<file path="src/rtl/nn_ctrl_pkg.sv">
// nn_ctrl_pkg: shared sequencer state encoding, default latencies and layer-size field extraction
package nn_ctrl_pkg;
  localparam int DEF_MAX_LAYERS = 8;
  localparam int DEF_NW = 6;
  localparam int DEF_MAC_LAT = 10;
  localparam int DEF_AF_LAT = 32;
  // Size-field vectors are zero-extended to this width so that indexing one
  // field past the last layer reads back as 0 instead of going out of range.
  localparam int FIELD_VEC_W = 1024;
  typedef enum logic [2:0] {IDLE, LOAD, MAC, ACT, WRITE, NEXT, DONE} seq_state_e;
  // Returns field k (nw bits wide) of a packed layer-size vector.
  function automatic logic [31:0] field_sz(input logic [FIELD_VEC_W-1:0] vec, input int k, input int nw);
    logic [FIELD_VEC_W-1:0] s;
    s = vec >> (k * nw);
    return s[31:0] & ((32'd1 << nw) - 32'd1);
  endfunction
endpackage

</file>
<file path="src/rtl/seq_down_counter.sv">
// seq_down_counter: loadable down counter used as the sequencer phase timer
//   clk, rst_n : clock, asynchronous active-low reset
//   load       : load load_val (takes priority over counting)
//   en         : count enable; held low while the sequence is stalled
//   load_val   : value loaded; the phase lasts load_val+1 enabled cycles
//   tc         : terminal count, high while the count is 0
module seq_down_counter #(
  parameter int W = 8
) (
  input  logic         clk,
  input  logic         rst_n,
  input  logic         load,
  input  logic         en,
  input  logic [W-1:0] load_val,
  output logic         tc
);
  logic [W-1:0] cnt;
  assign tc = cnt == '0;
  always_ff @(posedge clk or negedge rst_n)
    if (!rst_n) cnt <= '0;
    else if (load) cnt <= load_val;
    else if (en && !tc) cnt <= cnt - 1'b1;
endmodule

</file>
<file path="src/rtl/nn_layer_sequencer.sv">
// nn_layer_sequencer: control FSM stepping a CORDIC MAC/activation datapath through a multi-layer network
//   clk, rst_n        : clock, asynchronous active-low reset
//   start, abort      : begin a run / return to IDLE (abort wins over stall and start)
//   stall             : freezes the sequence and masks every strobe except busy
//   no_layers         : compute-layer count, captured at start
//   layer_sz          : packed layer sizes, field 0 is the input count, captured at start
//   weight_en..bias_sel : datapath strobes
//   busy, done, cfg_err : run status; done and cfg_err are single-cycle pulses
//   layer_idx, step_idx : current layer and fan-in step
module nn_layer_sequencer
  import nn_ctrl_pkg::*;
#(
  parameter int MAX_LAYERS = DEF_MAX_LAYERS,
  parameter int NW = DEF_NW,
  parameter int MAC_LAT = DEF_MAC_LAT,
  parameter int AF_LAT = DEF_AF_LAT,
  localparam int LW = $clog2(MAX_LAYERS + 1),
  localparam int SZW = (MAX_LAYERS + 1) * NW
) (
  input  logic           clk,
  input  logic           rst_n,
  input  logic           start,
  input  logic           abort,
  input  logic           stall,
  input  logic [LW-1:0]  no_layers,
  input  logic [SZW-1:0] layer_sz,
  output logic           weight_en,
  output logic           bias_en,
  output logic           compute_en,
  output logic           af_en,
  output logic           out_shft_en,
  output logic           out_wr_en,
  output logic           out_sel,
  output logic           bias_sel,
  output logic           busy,
  output logic           done,
  output logic           cfg_err,
  output logic [LW-1:0]  layer_idx,
  output logic [NW-1:0]  step_idx
);
  // The phase timer must hold FO (up to 2^NW-1) as well as MAC_LAT-1 and AF_LAT-1.
  localparam int CMAX = ((1 << NW) > MAC_LAT) ? (((1 << NW) > AF_LAT) ? (1 << NW) : AF_LAT)
                                              : ((MAC_LAT > AF_LAT) ? MAC_LAT : AF_LAT);
  localparam int CW = $clog2(CMAX + 1);
  seq_state_e state, nxt_state;
  logic [LW-1:0] nl_q, nxt_layer;
  logic [SZW-1:0] sz_q;
  logic [NW-1:0] nxt_step, fi, fo, fo_nxt, in_fo;
  logic we_q, ce_q, af_q, shft_q, wr_q, osel_q, bsel_q, busy_q, done_q, err_q;
  logic nxt_shft, nxt_err, cap, ld, tc, last, cfg_ok;
  logic [CW-1:0] ld_val;
  assign fi = NW'(field_sz(FIELD_VEC_W'(sz_q), 32'(layer_idx), NW));
  assign fo = NW'(field_sz(FIELD_VEC_W'(sz_q), 32'(layer_idx) + 32'd1, NW));
  assign fo_nxt = NW'(field_sz(FIELD_VEC_W'(sz_q), 32'(layer_idx) + 32'd2, NW));
  assign in_fo = NW'(field_sz(FIELD_VEC_W'(layer_sz), 1, NW));
  assign last = step_idx == fi - 1'b1;
  // Legal config: 1..MAX_LAYERS layers and every size field up to no_layers non-zero.
  always_comb begin
    cfg_ok = (no_layers != '0) && (no_layers <= LW'(MAX_LAYERS));
    for (int k = 0; k <= MAX_LAYERS; k++)
      if (32'(k) <= 32'(no_layers) && field_sz(FIELD_VEC_W'(layer_sz), k, NW) == 32'd0) cfg_ok = 1'b0;
  end
  // The phase timer is reloaded on the same edge that enters each timed phase.
  always_comb begin
    nxt_state = state;
    nxt_layer = layer_idx;
    nxt_step = step_idx;
    nxt_shft = 1'b0;
    nxt_err = 1'b0;
    cap = 1'b0;
    ld = 1'b0;
    ld_val = '0;
    if (abort) begin
      nxt_state = IDLE;
      nxt_layer = '0;
      nxt_step = '0;
    end else if (!stall) begin
      case (state)
        IDLE: if (start) begin
          nxt_err = !cfg_ok;
          cap = cfg_ok;
          ld = cfg_ok;
          ld_val = CW'(in_fo);
          nxt_state = cfg_ok ? LOAD : IDLE;
          nxt_layer = '0;
          nxt_step = '0;
        end
        LOAD: if (tc) begin
          nxt_state = MAC;
          ld = 1'b1;
          ld_val = CW'(MAC_LAT - 1);
        end
        MAC: if (tc) begin
          ld = 1'b1;
          nxt_state = last ? ACT : LOAD;
          nxt_step = last ? step_idx : step_idx + 1'b1;
          nxt_shft = !last && layer_idx != '0;
          ld_val = last ? CW'(AF_LAT - 1) : CW'(fo);
        end
        ACT: if (tc) nxt_state = WRITE;
        WRITE: nxt_state = NEXT;
        NEXT: begin
          nxt_layer = layer_idx + 1'b1;
          nxt_step = '0;
          nxt_state = (nxt_layer == nl_q) ? DONE : LOAD;
          ld = nxt_layer != nl_q;
          ld_val = CW'(fo_nxt);
        end
        DONE: begin
          nxt_state = IDLE;
          nxt_layer = '0;
          nxt_step = '0;
        end
        default: nxt_state = IDLE;
      endcase
    end
  end
  // Strobes are registered from the next state so they line up with it; a stall
  // holds every register, including the single-cycle pulses, until release.
  always_ff @(posedge clk or negedge rst_n)
    if (!rst_n) begin
      state <= IDLE;
      layer_idx <= '0;
      step_idx <= '0;
      nl_q <= '0;
      sz_q <= '0;
      {we_q, ce_q, af_q, shft_q, wr_q, osel_q, bsel_q, busy_q, done_q, err_q} <= '0;
    end else if (abort || !stall) begin
      state <= nxt_state;
      layer_idx <= nxt_layer;
      step_idx <= nxt_step;
      if (cap) begin
        nl_q <= no_layers;
        sz_q <= layer_sz;
      end
      we_q <= nxt_state == LOAD;
      bsel_q <= nxt_state == LOAD && nxt_step != '0;
      ce_q <= nxt_state == MAC || nxt_state == ACT;
      af_q <= nxt_state == ACT;
      wr_q <= nxt_state == WRITE;
      shft_q <= nxt_shft;
      osel_q <= nxt_state != IDLE && nxt_layer != '0;
      busy_q <= nxt_state != IDLE;
      done_q <= nxt_state == DONE;
      err_q <= nxt_err;
    end
  seq_down_counter #(.W(CW)) u_phase (
    .clk(clk),
    .rst_n(rst_n),
    .load(ld),
    .en(~stall),
    .load_val(ld_val),
    .tc(tc)
  );
  assign weight_en = we_q & ~stall;
  assign bias_en = we_q & ~stall;
  assign compute_en = ce_q & ~stall;
  assign af_en = af_q & ~stall;
  assign out_shft_en = shft_q & ~stall;
  assign out_wr_en = wr_q & ~stall;
  assign out_sel = osel_q & ~stall;
  assign bias_sel = bsel_q & ~stall;
  assign done = done_q & ~stall;
  assign cfg_err = err_q & ~stall;
  assign busy = busy_q;
endmodule

</file>
<file path="config.mk">
export PLATFORM = sky130hd
export DESIGN_NAME = nn_layer_sequencer
export DESIGN_NICKNAME = d
export VERILOG_FILES = /design/src/rtl/nn_ctrl_pkg.sv /design/src/rtl/seq_down_counter.sv /design/src/rtl/nn_layer_sequencer.sv
export SDC_FILE = /design/constraint.sdc
export NUM_CORES = 1
export LEC_CHECK = 0
export ABC_AREA = 1
export CORE_MARGIN = 2
export CORE_UTILIZATION = 37
export CTS_CLUSTER_SIZE = 24
export DETAILED_ROUTE_END_ITERATION = 16
export GPL_TIMING_DRIVEN = 0
export PLACE_DENSITY = 0.56
export SLEW_MARGIN = 25
export SYNTH_ARGS = -nofsm -noshare
export SYNTH_HDL_FRONTEND = slang
export SYNTH_SLANG_ARGS = --single-unit
</file>
<file path="constraint.sdc">
create_clock -name clk -period 2.8 [get_ports clk]
set_input_delay 0.56 -clock clk [delete_from_list [all_inputs] [get_ports clk]]
set_output_delay 0.56 -clock clk [all_outputs]
set_load 0.05 [all_outputs]
</file>
== Word level (Yosys, flattened, before mapping) ==
Index checks and enable logic that the tools add are counted.

* Logic and storage cells: 154
* Bits in registers: 88

* Shift-type cells: 3
* Mux-type cells: 54
* Equal/unequal tests: 14
* Add/subtract/negate cells: 6
* $mul: 3
* Order comparisons: 9
* Reduce and logical (&&, ||, !) cells: 39
* Bitwise gates (word level): 10

{| class="wikitable"
|+ Operators with widths
! cell !! count
|-
| zero test 32 bit || 9
|-
| >> shifter 54 x 8 -> 6 bit || 2
|-
| two-way mux 6 bit || 10
|-
| >> shifter 54 x 7 -> 6 bit || 1
|-
| two-way mux 1 bit || 25
|-
| case mux 6 bit (4 select lines) || 1
|-
| two-way mux 3 bit || 7
|-
| case mux 3 bit (6 select lines) || 1
|-
| case mux 6 bit (3 select lines) || 1
|-
| <= comparator 3 x 4 -> 1 bit, first input constant || 4
|-
| two-way mux 4 bit || 4
|-
| == test 3 bit, second input constant || 5
|-
| multiplier 5 x 2 -> 7 bit, second input constant || 2
|-
| two-way mux 7 bit || 2
|-
| logical AND 1 bit || 13
|-
| == test 3 x 2 -> 1 bit, second input constant || 4
|-
| case mux 4 bit (3 select lines) || 1
|-
| nonzero test 4 bit || 3
|-
| AND 1 bit || 9
|-
| <= comparator 2 x 4 -> 1 bit, first input constant || 2
|-
| zero test 7 bit || 1
|-
| subtractor 7 x 1 -> 7 bit, second input constant || 1
|-
| adder 6 x 1 -> 6 bit, second input constant || 1
|-
| == test 3 x 1 -> 1 bit, second input constant || 2
|-
| 22 further kinds || 27
|}

== Logic depth before layout (Yosys ltp) ==
Gate-level depths: netlist of the first run.

* Depth in word-level cells: 18
* Gate-level depth with buffers: 30

== Modules after synthesis ==
From an unflattened synthesis of the first run, not the netlist that was laid out.

* Cells, all modules: 865
* Area, all modules: 5876.9 um^2

{| class="wikitable"
|+ By module, submodules not included
! module !! times used !! area each (um^2) !! seq. area each (um^2) !! cells each
|-
| nn_layer_sequencer || 1 || 5391.4 || 2026.9 || 790
|-
| seq_down_counter || 1 || 485.5 || 175.2 || 75
|}

== Worst setup path before layout of the first run ==
OpenSTA, ideal clock, no wires.

* Kind: reg2reg
* From: reg layer_idx[1]
* To: reg bsel_q
* Setup time: 0.116 ns
* Data required time: 2.684 ns
* Arrival: 3.065 ns
* Cell stages (with the launch flop): 28
* Setup slack: -0.382 ns
* Period minus slack after synthesis: 3.182 ns
* Cell sequence: dfrtp_1 buf_6 inv_4 nor2_2 buf_4 nand2_1 nand2_1 inv_1 nand2_1 nand2_1 nand2_1 inv_2 ha_1 xor2_1 nand2_1 nor2_1 nand3_1 nor2_2 nand3_4 buf_6 nand3_1 nand2_1 nand3_1 o21ai_1 o21ai_1 nand2_1 nand2_1 nand2_1

* Cells in the longest elaborated chain, start to end: 11
* Elaborated cells on any way between the ends: 20

{| class="wikitable"
|+ RTL lines
! item !! line !! text
|-
| start: declaration || nn_layer_sequencer.sv:38 || <nowiki>output logic [LW-1:0] layer_idx,</nowiki>
|-
| start signal: assignment || nn_layer_sequencer.sv:130 || <nowiki>layer_idx <= nxt_layer;</nowiki>
|-
| multiplier 4 x 2 -> 6 bit || nn_ctrl_pkg.sv:14 || <nowiki>s = vec >> (k * nw);</nowiki>
|-
| >> shifter 54 x 7 -> 6 bit || nn_ctrl_pkg.sv:14 ||
|-
| subtractor 6 x 1 -> 6 bit || nn_layer_sequencer.sv:56 || <nowiki>assign last = step_idx == fi - 1'b1;</nowiki>
|-
| == test 6 bit || nn_layer_sequencer.sv:56 ||
|-
| two-way mux 2 bit or two-way mux 6 bit (tied branches) || nn_layer_sequencer.sv:95, nn_layer_sequencer.sv:96 ||
|-
| two-way mux 3 bit or two-way mux 6 bit (tied branches) || nn_layer_sequencer.sv:93 || <nowiki>MAC: if (tc) begin</nowiki>
|-
| case mux 3 bit (6 select lines) or case mux 6 bit (3 select lines) (tied branches) || nn_layer_sequencer.sv:78 || <nowiki>case (state)</nowiki>
|-
| two-way mux 3 bit or two-way mux 6 bit (tied branches) || nn_layer_sequencer.sv:77 || <nowiki>end else if (!stall) begin</nowiki>
|-
| two-way mux 3 bit or two-way mux 6 bit (tied branches) || nn_layer_sequencer.sv:73 || <nowiki>if (abort) begin</nowiki>
|-
| == test 3 x 1 -> 1 bit or nonzero test 6 bit (tied branches) || nn_layer_sequencer.sv:137 || <nowiki>bsel_q <= nxt_state == LOAD && nxt_step != '0;</nowiki>
|-
| logical AND 1 bit (*) || nn_layer_sequencer.sv:137 ||
|-
| end signal: assignment || nn_layer_sequencer.sv:127 || <nowiki>{we_q, ce_q, af_q, shft_q, wr_q, osel_q, bsel_q, busy_q, done_q, err_q} <= '0;</nowiki>
|-
| end signal: assignment || nn_layer_sequencer.sv:137 ||
|-
| end: declaration || nn_layer_sequencer.sv:49 || <nowiki>logic we_q, ce_q, af_q, shft_q, wr_q, osel_q, bsel_q, busy_q, done_q, err_q;</nowiki>
|}

Every way passes the cells marked *; elsewhere a longest branch is shown, timed or not.
A chain may end at the register's enable or synchronous reset.

== Final worst setup path of the first run ==
* From: reg layer_idx[0]
* To: reg bsel_q

Same word-level chain as after synthesis.

==> results.json, run 1 <==
{
  "antenna_found_initial": 0,
  "max-slew-margin-rel_pct": 51.6,
  "cts_tree": "yes",
  "synth_most_common_cell": "nand2_1",
  "reg2regPathDepth": 25,
  "routed_via_density": 5.18,
  "drv_slew": 0,
  "die_x_um": 130,
  "r2r_end": "bsel_q$_DFFE_PN0P_",
  "netlist_area_um2": 5870,
  "io_buffers": 82,
  "syn-instance-count": 851,
  "hold_path_class": "in -> async",
  "layout_setup_ws_ns": -0.258,
  "die_h_um": 130,
  "dpl_worst_slack_ns": -1.30,
  "yosys_warnings": 0,
  "drc": 0,
  "synth_top_flop_cell": "dfrtp_1",
  "yosys_register_bits": 88,
  "async_flop_share_pct": 100,
  "htreeDepth": 3,
  "fmaxAchievable_mhz": 327,
  "critPathCaptureType": "flop",
  "netlist.area_leader.share_pct": 37.5,
  "start_kind": "flop",
  "synthXorXnorAreaFrac_pct": 1.64,
  "cts_buffers": 9,
  "cts_sinks": 88,
  "finalCriticalPeriod_ns": 3.06,
  "core-area_um2": 15700,
  "timing.rr.start": "layer_idx[0]$_DFFE_PN0P_",
  "worst_slew_pin_slew_ns": 0.723,
  "synth-compound-area-share_pct": 15.8,
  "synth.area.top_cells": "dfrtp_1 38%, nand2_1 14%, inv_1 7.5%",
  "synth-edff-count": 0,
  "syn2layout_area_growth_pct": 35.8,
  "overflow": 0,
  "wl_per_cell_um": 17.7,
  "worstPathRequired_ns": 3.10,
  "post-dp-hpwl_um": 15900,
  "peakVddDrop_uv": 294,
  "grt_pass1_vias": 6119,
  "yosysTopAreaCell": "dfrtp_1",
  "ios": 84,
  "power_density_nw_per_um2": 580,
  "drive_gt1_share_pct": 17.7,
  "clock_path_buffers": 2,
  "cp_data_arrival_time_ns": 3.36,
  "vias": 6205,
  "status": "finished, violations left",
  "finalSetupViolCount": 15,
  "dieArea_um2": 16900,
  "leakage_nw": 3.81,
  "ys_types": 48,
  "num_antenna_cells": 0,
  "rsz0062_at_grt": "yes",
  "skew_ns": 0.00631,
  "total_power_mw": 4.63,
  "violations": "setup timing",
  "grt_pass1_wl_um": 33200,
  "grt_max_degree": 47,
  "layout.nets": 1045,
  "synth_top_family_by_area": "simple AND/OR/NAND/NOR gates",
  "drt.antenna.violating_nets": 0,
  "synth_simple_gate_area_share_pct": 30.2,
  "synth_common_cells": "219 x nand2_1, 117 x inv_1, 88 x dfrtp_1, 85 x nor2_1, 63 x o21ai_0",
  "cts_hold_buf": 0,
  "gp_congestion": 0.933,
  "timing.hold.ws_ns": 0.106,
  "maxCapViolCount": 0,
  "initial_core_util_pct": 37.4,
  "worstPathMaxFanout": 8,
  "routed_wl_um": 21200,
  "clkTransAtPathRegs_ns": 0.07,
  "r2r_setup_slack_ns": -0.26,
  "first_iter_violations": 520,
  "clkLatencyLatePin_ns": 0.37,
  "critical_path_class": "reg -> reg",
  "filler_cell_count": 1620,
  "synth-seq-area-share_pct": 37.5,
  "avgSynthCellArea_um2": 6.90,
  "first_pass_iters": 5,
  "syn_nets": 919,
  "synthMuxAreaShare_pct": 2.09,
  "finalHoldViolations": 0,
  "cts-root-buf": "clkbuf_16",
  "final_util_pct": 50.7,
  "fin_crit_sh_pct": 109,
  "synthAdderAreaFrac_pct": 1.07,
  "track_usage_pct": 26.3,
  "num_rows": 46
}
## final cells by class
type	count	area (um^2)	share of cell area, %
multi-input cells	601	3290	41.2
flip-flops and latches	88	2210	27.7
repair buffers	116	1120	14.0
inverters	126	480	6.03
plain buffers	35	272	3.41
well taps	216	270	3.39
clock buffers	10	239	3.00
clock inverters	5	104	1.30
## metrics by stage
step	std cells	setup TNS (ns)	instance area (um^2)
after global routing	1197	-6.02	7970
after CTS	1192	-2.65	7760
final	1197	-2.11	7970
after floorplan	851	-0.195	5910
after detailed placement	1150	-70.20	7030
after global placement	1149	-280.14	7000
## cell usage in the layout (no fill, tap or decap), types with 3 or more instances in the layout
cell type	count
nand2_2	29
bufinv_16	3
clkdlybuf4s50_1	71
inv_1	117
clkbuf_2	6
xnor2_1	3
buf_4	28
nand3_1	48
dfrtp_2	3
a21oi_1	49
o21ai_0	53
buf_6	15
o21ai_1	11
nor2_4	6
nand4_1	22
o31ai_4	3
dlygate4sd2_1	9
o21ai_2	4
nand2_1	188
nor4_1	5
dfrtp_1	85
a22oi_1	3
nand2_4	4
a31oi_1	3
o22ai_1	5
ha_1	4
nand3_2	8
clkbuf_1	11
xor2_1	7
mux2_2	10
inv_2	6
nor2_1	77
nor3_1	7
clkbuf_16	9
buf_8	5
o211ai_1	12
a221oi_1	7
nor2_2	11
## cells by family after synthesis
logic type                 count (synthesis)
DFF                                       88
adders and majority gates                  5
xor gates and xnor gates                  11
AOI/OAI and AO/OA                        160
and+or+nand+nor                          414
buffers and inverters                    162
muxes                                     11
## how the worst max path moves through the flow
stage | end | start
finish | bsel_q$_DFFE_PN0P_ | layer_idx[0]$_DFFE_PN0P_
global route | bsel_q$_DFFE_PN0P_ | layer_idx[0]$_DFFE_PN0P_
CTS | bsel_q$_DFFE_PN0P_ | layer_idx[0]$_DFFE_PN0P_
detailed placement | sz_q[48]$_DFFE_PN0P_ | layer_sz[21]
global placement | layer_idx[2]$_DFFE_PN0P_ | rst_n
floorplan | bsel_q$_DFFE_PN0P_ | layer_idx[1]$_DFFE_PN0P_
## worst max-delay path: stages, from the launching register on
cell     delay [ns]
dfrtp_2        0.47
inv_4          0.10
buf_8          0.13
nand2_1        0.09
nand3_2        0.08
nand3_1        0.07
nand2_1        0.07
nand2_1        0.05
nand2_2        0.10
inv_2          0.05
ha_4           0.27
xor2_2         0.14
nand2_1        0.06
nor2_1         0.08
nand3_1        0.08
nor2_2         0.13
nand3_4        0.13
buf_4          0.17
buf_12         0.13
nand4_1        0.09
nand3_2        0.08
o21ai_2        0.09
o21ai_1        0.09
nand2_1        0.13
nand2_1        0.06
nand2_1        0.05
## timing repair
| item | in CTS | in global routing |
|---|---|---|
| buffers inserted | 27 | 6 |
| cloned | 1 | 0 |
| resized for setup | 65 | 71 |
| setup endpoints to repair | 91 | 82 |
| pin swaps | 22 | 36 |
## report_power, final
| part | total (mW) | switching (mW) | internal (mW) |
|---|---|---|---|
| Clock | 1.46 | 0.563 | 0.894 |
| Combinational | 1.41 | 0.816 | 0.593 |
| Sequential | 1.76 | 0.213 | 1.55 |
## state kept, by name, indices dropped and copies added, names as in the netlist
register / count
we_q: 1
busy: 1
done_q: 1
wr_q: 1
bsel_q: 1
af_q: 1
err_q: 1
u_phase.cnt: 7
layer_idx: 4
state: 3
shft_q: 1
step_idx: 6
sz_q: 54
osel_q: 1
ce_q: 1
nl_q: 4
## metal layers
layer  global-route usage, %  share of wire, %
met5                       0                 0
met4                    8.29               2.2
met3                    3.90               5.7
met2                    40.0                44
met1                    38.5                48
No activity file was read; power rests on OpenSTA's default activity.
==> run 2: changes to the inputs <==
CTS_CLUSTER_SIZE = unset   (was 24)
==> results of run 2 <==
The final DEF is identical to that of run 1; final timing and power are the same.
==> RTL change (settings of run 2) <==
The 7 states of `seq_state_e` get a one-hot encoding in 7 bits.
--- a/src/rtl/nn_ctrl_pkg.sv
+++ b/src/rtl/nn_ctrl_pkg.sv
@@ -9,3 +9,3 @@
   localparam int FIELD_VEC_W = 1024;
-  typedef enum logic [2:0] {IDLE, LOAD, MAC, ACT, WRITE, NEXT, DONE} seq_state_e;
+  typedef enum logic [6:0] {IDLE = 7'b0000001, LOAD = 7'b0000010, MAC = 7'b0000100, ACT = 7'b0001000, WRITE = 7'b0010000, NEXT = 7'b0100000, DONE = 7'b1000000} seq_state_e;
   // Returns field k (nw bits wide) of a packed layer-size vector.
Check against the original RTL: same outputs for any inputs over 4 cycles, from zero or initial values and one cycle with rst_n low; so few cycles prove little.
==> RTL change against run 2 <==
  * Area after synthesis up 2.6%
  * Non-clock buffer count down 9
  * Sequential cell count up 4
  * Critical path type unchanged
  * Routed wire length down 1.6%
  * Setup slack worse by 0.037 ns
  * The flow still finishes with violations (setup timing)
  * Largest power group unchanged
  * Critical endpoint unchanged
  * Hold slack worse by 0.037 ns
  * Power down 4.3%
  * Cell area up 0.47%
  * Synthesized cell count up 2.1%
==> RTL change: results <==
[outcome]
status = finished, violations left
failed_checks = setup timing

[critical_path]
r2r_start = layer_idx[0]$_DFFE_PN0P_
critical_path.max_stage_delay_ns = 0.49
critical_path_class = reg -> reg
path_max_fanout = 8
cp_slowest_cell = dfrtp_2
r2r_cells = 23
cp.arrival_ns = 3.35
path_delay_family = simple AND/OR/NAND/NOR gates

[sta]
setup_tns_ns = -2.47
setup_ws_ns = -0.295
fin_skew_ns = 0.0132
max-slew-margin-rel_pct = 55.5
setup_violations = 17

[synth]
synth.area.top_cells = dfrtp_1, nand2_1, inv_1
synth_nets = 937
async_flop_share_pct = 100
yosysUniqueCellTypes = 44
synth_flop_cell = dfrtp_1
synth_common_cells = nand2_1, inv_1, dfrtp_1
ys_seq_area_share_pct = 38.2
yosys_warnings = 0

[placement]
post_dp_cell_area_sq_mm = 0.00720
place.gp.congestion = 0.948
io_buffers = 82
place_ws_ns = -1.12
hpwl_um = 16000

[pwr]
p_leak_uw = 0.00393
ir_drop_mv = 0.273
p_int_uw = 2800

[global_routing]
grt_pass1_wl_um = 33100
antenna_found_initial = 1
grt_max_degree = 68
grt_pass1_vias = 6073
grt_usage_pct = 24.6

[layout]
top_regs = sz_q (54), state (7), u_phase.cnt (7)
layout-drive-gt1-share_pct = 16.0
fillerInstances = 1655
nets = 1057

[clock_tree]
cts-buffers-inserted = 9
path_clk_slew_ns = 0.07
cts-root-buf = clkbuf_16
max-clock-path-buffers = 2
htree_levels = 3
clk_latency_ns = 0.35

[route]
wl_per_cell_um = 17.3
drt_iter0_markers = 418
first_pass_iters = 5
vias_per_cell = 5.18
drc = 0
==> RTL change: changes by cell type in the layout (fill, tap and decap cells not counted), moves of 7 or more <==
cell	delta
inv_1	+15
a21oi_1	-12
o21ai_0	+12
nand4_1	-10
nand2_2	-9
nand2_1	+8
nor4_1	+7
==> RTL change: power by group through the flow <==
stage                     logic, uW  clock network, uW  registers (uW)
after global placement         1270                  0            1880
after CTS                      1330               1190            1860
after floorplan                 872                  0            1790
final                          1390               1170            1870
after detailed placement       1280                  0            1880
after global routing           1560               1240            1900
==> RTL change: cells by family after synthesis <==
group	share of synthesized area, %
adder cells (fa/ha/maj)	1.04
AO/OA/AOI/OAI	15.6
AND/OR/NAND/NOR	30.5
XOR/XNOR	1.74
buffers and inverters	11.8
multiplexers	1.12
flip-flops	38.2
==> RTL change: routing by layer <==
| layer | track usage (%) | routed length (um) |
|---|---|---|
| met1 | 33.9 | 9550 |
| met4 | 9.24 | 575 |
| met5 | 0 | 13 |
| met2 | 38.7 | 9610 |
| met3 | 4.13 | 1120 |
==> RTL change: worst register-to-register path, cell delays in order, from the launching register on <==
cell     delay, ns
dfrtp_2       0.49
buf_8         0.17
or2_0         0.19
nand3_1       0.11
nand4_1       0.20
nand2_2       0.15
nand2_4       0.07
inv_4         0.06
ha_4          0.19
xor2_1        0.12
nand2_1       0.09
nor2_2        0.13
nand3_2       0.10
nor2_4        0.19
buf_6         0.13
nand3_2       0.05
nand2_1       0.07
nand2_1       0.06
nand3_2       0.09
a21oi_2       0.06
nor2_1        0.12
nand2_1       0.08
nand2_1       0.06
nand2_1       0.04
==> RTL change: repair_timing <==
| action | 4_1_cts | 5_1_grt |
|---|---|---|
| endpoints found under the setup margin | 88 | 78 |
| pin swaps | 21 | 25 |
| gates cloned | 1 | 0 |
| resized for setup | 57 | 60 |
| buffers inserted | 22 | 8 |
==> RTL change: final cells by class <==
class / count / area (sq um) / share of cell area (%)
Multi-Input combinational cell: 606 / 3310 / 41.3
Sequential cell: 92 / 2310 / 28.8
Timing Repair Buffer: 109 / 1080 / 13.5
Inverter: 138 / 528 / 6.59
Tap cell: 216 / 270 / 3.37
Clock buffer: 11 / 243 / 3.03
Buffer: 33 / 235 / 2.94
Clock inverter: 5 / 35.0 / 0.437
==> RTL change: per-stage QoR <==
stage,cells,hold WS (ns)
after floorplan,869,0.264
after global placement,1167,0.468
after detailed placement,1168,0.443
after CTS,1206,0.0712
after global routing,1210,0.0761
final,1210,0.0687
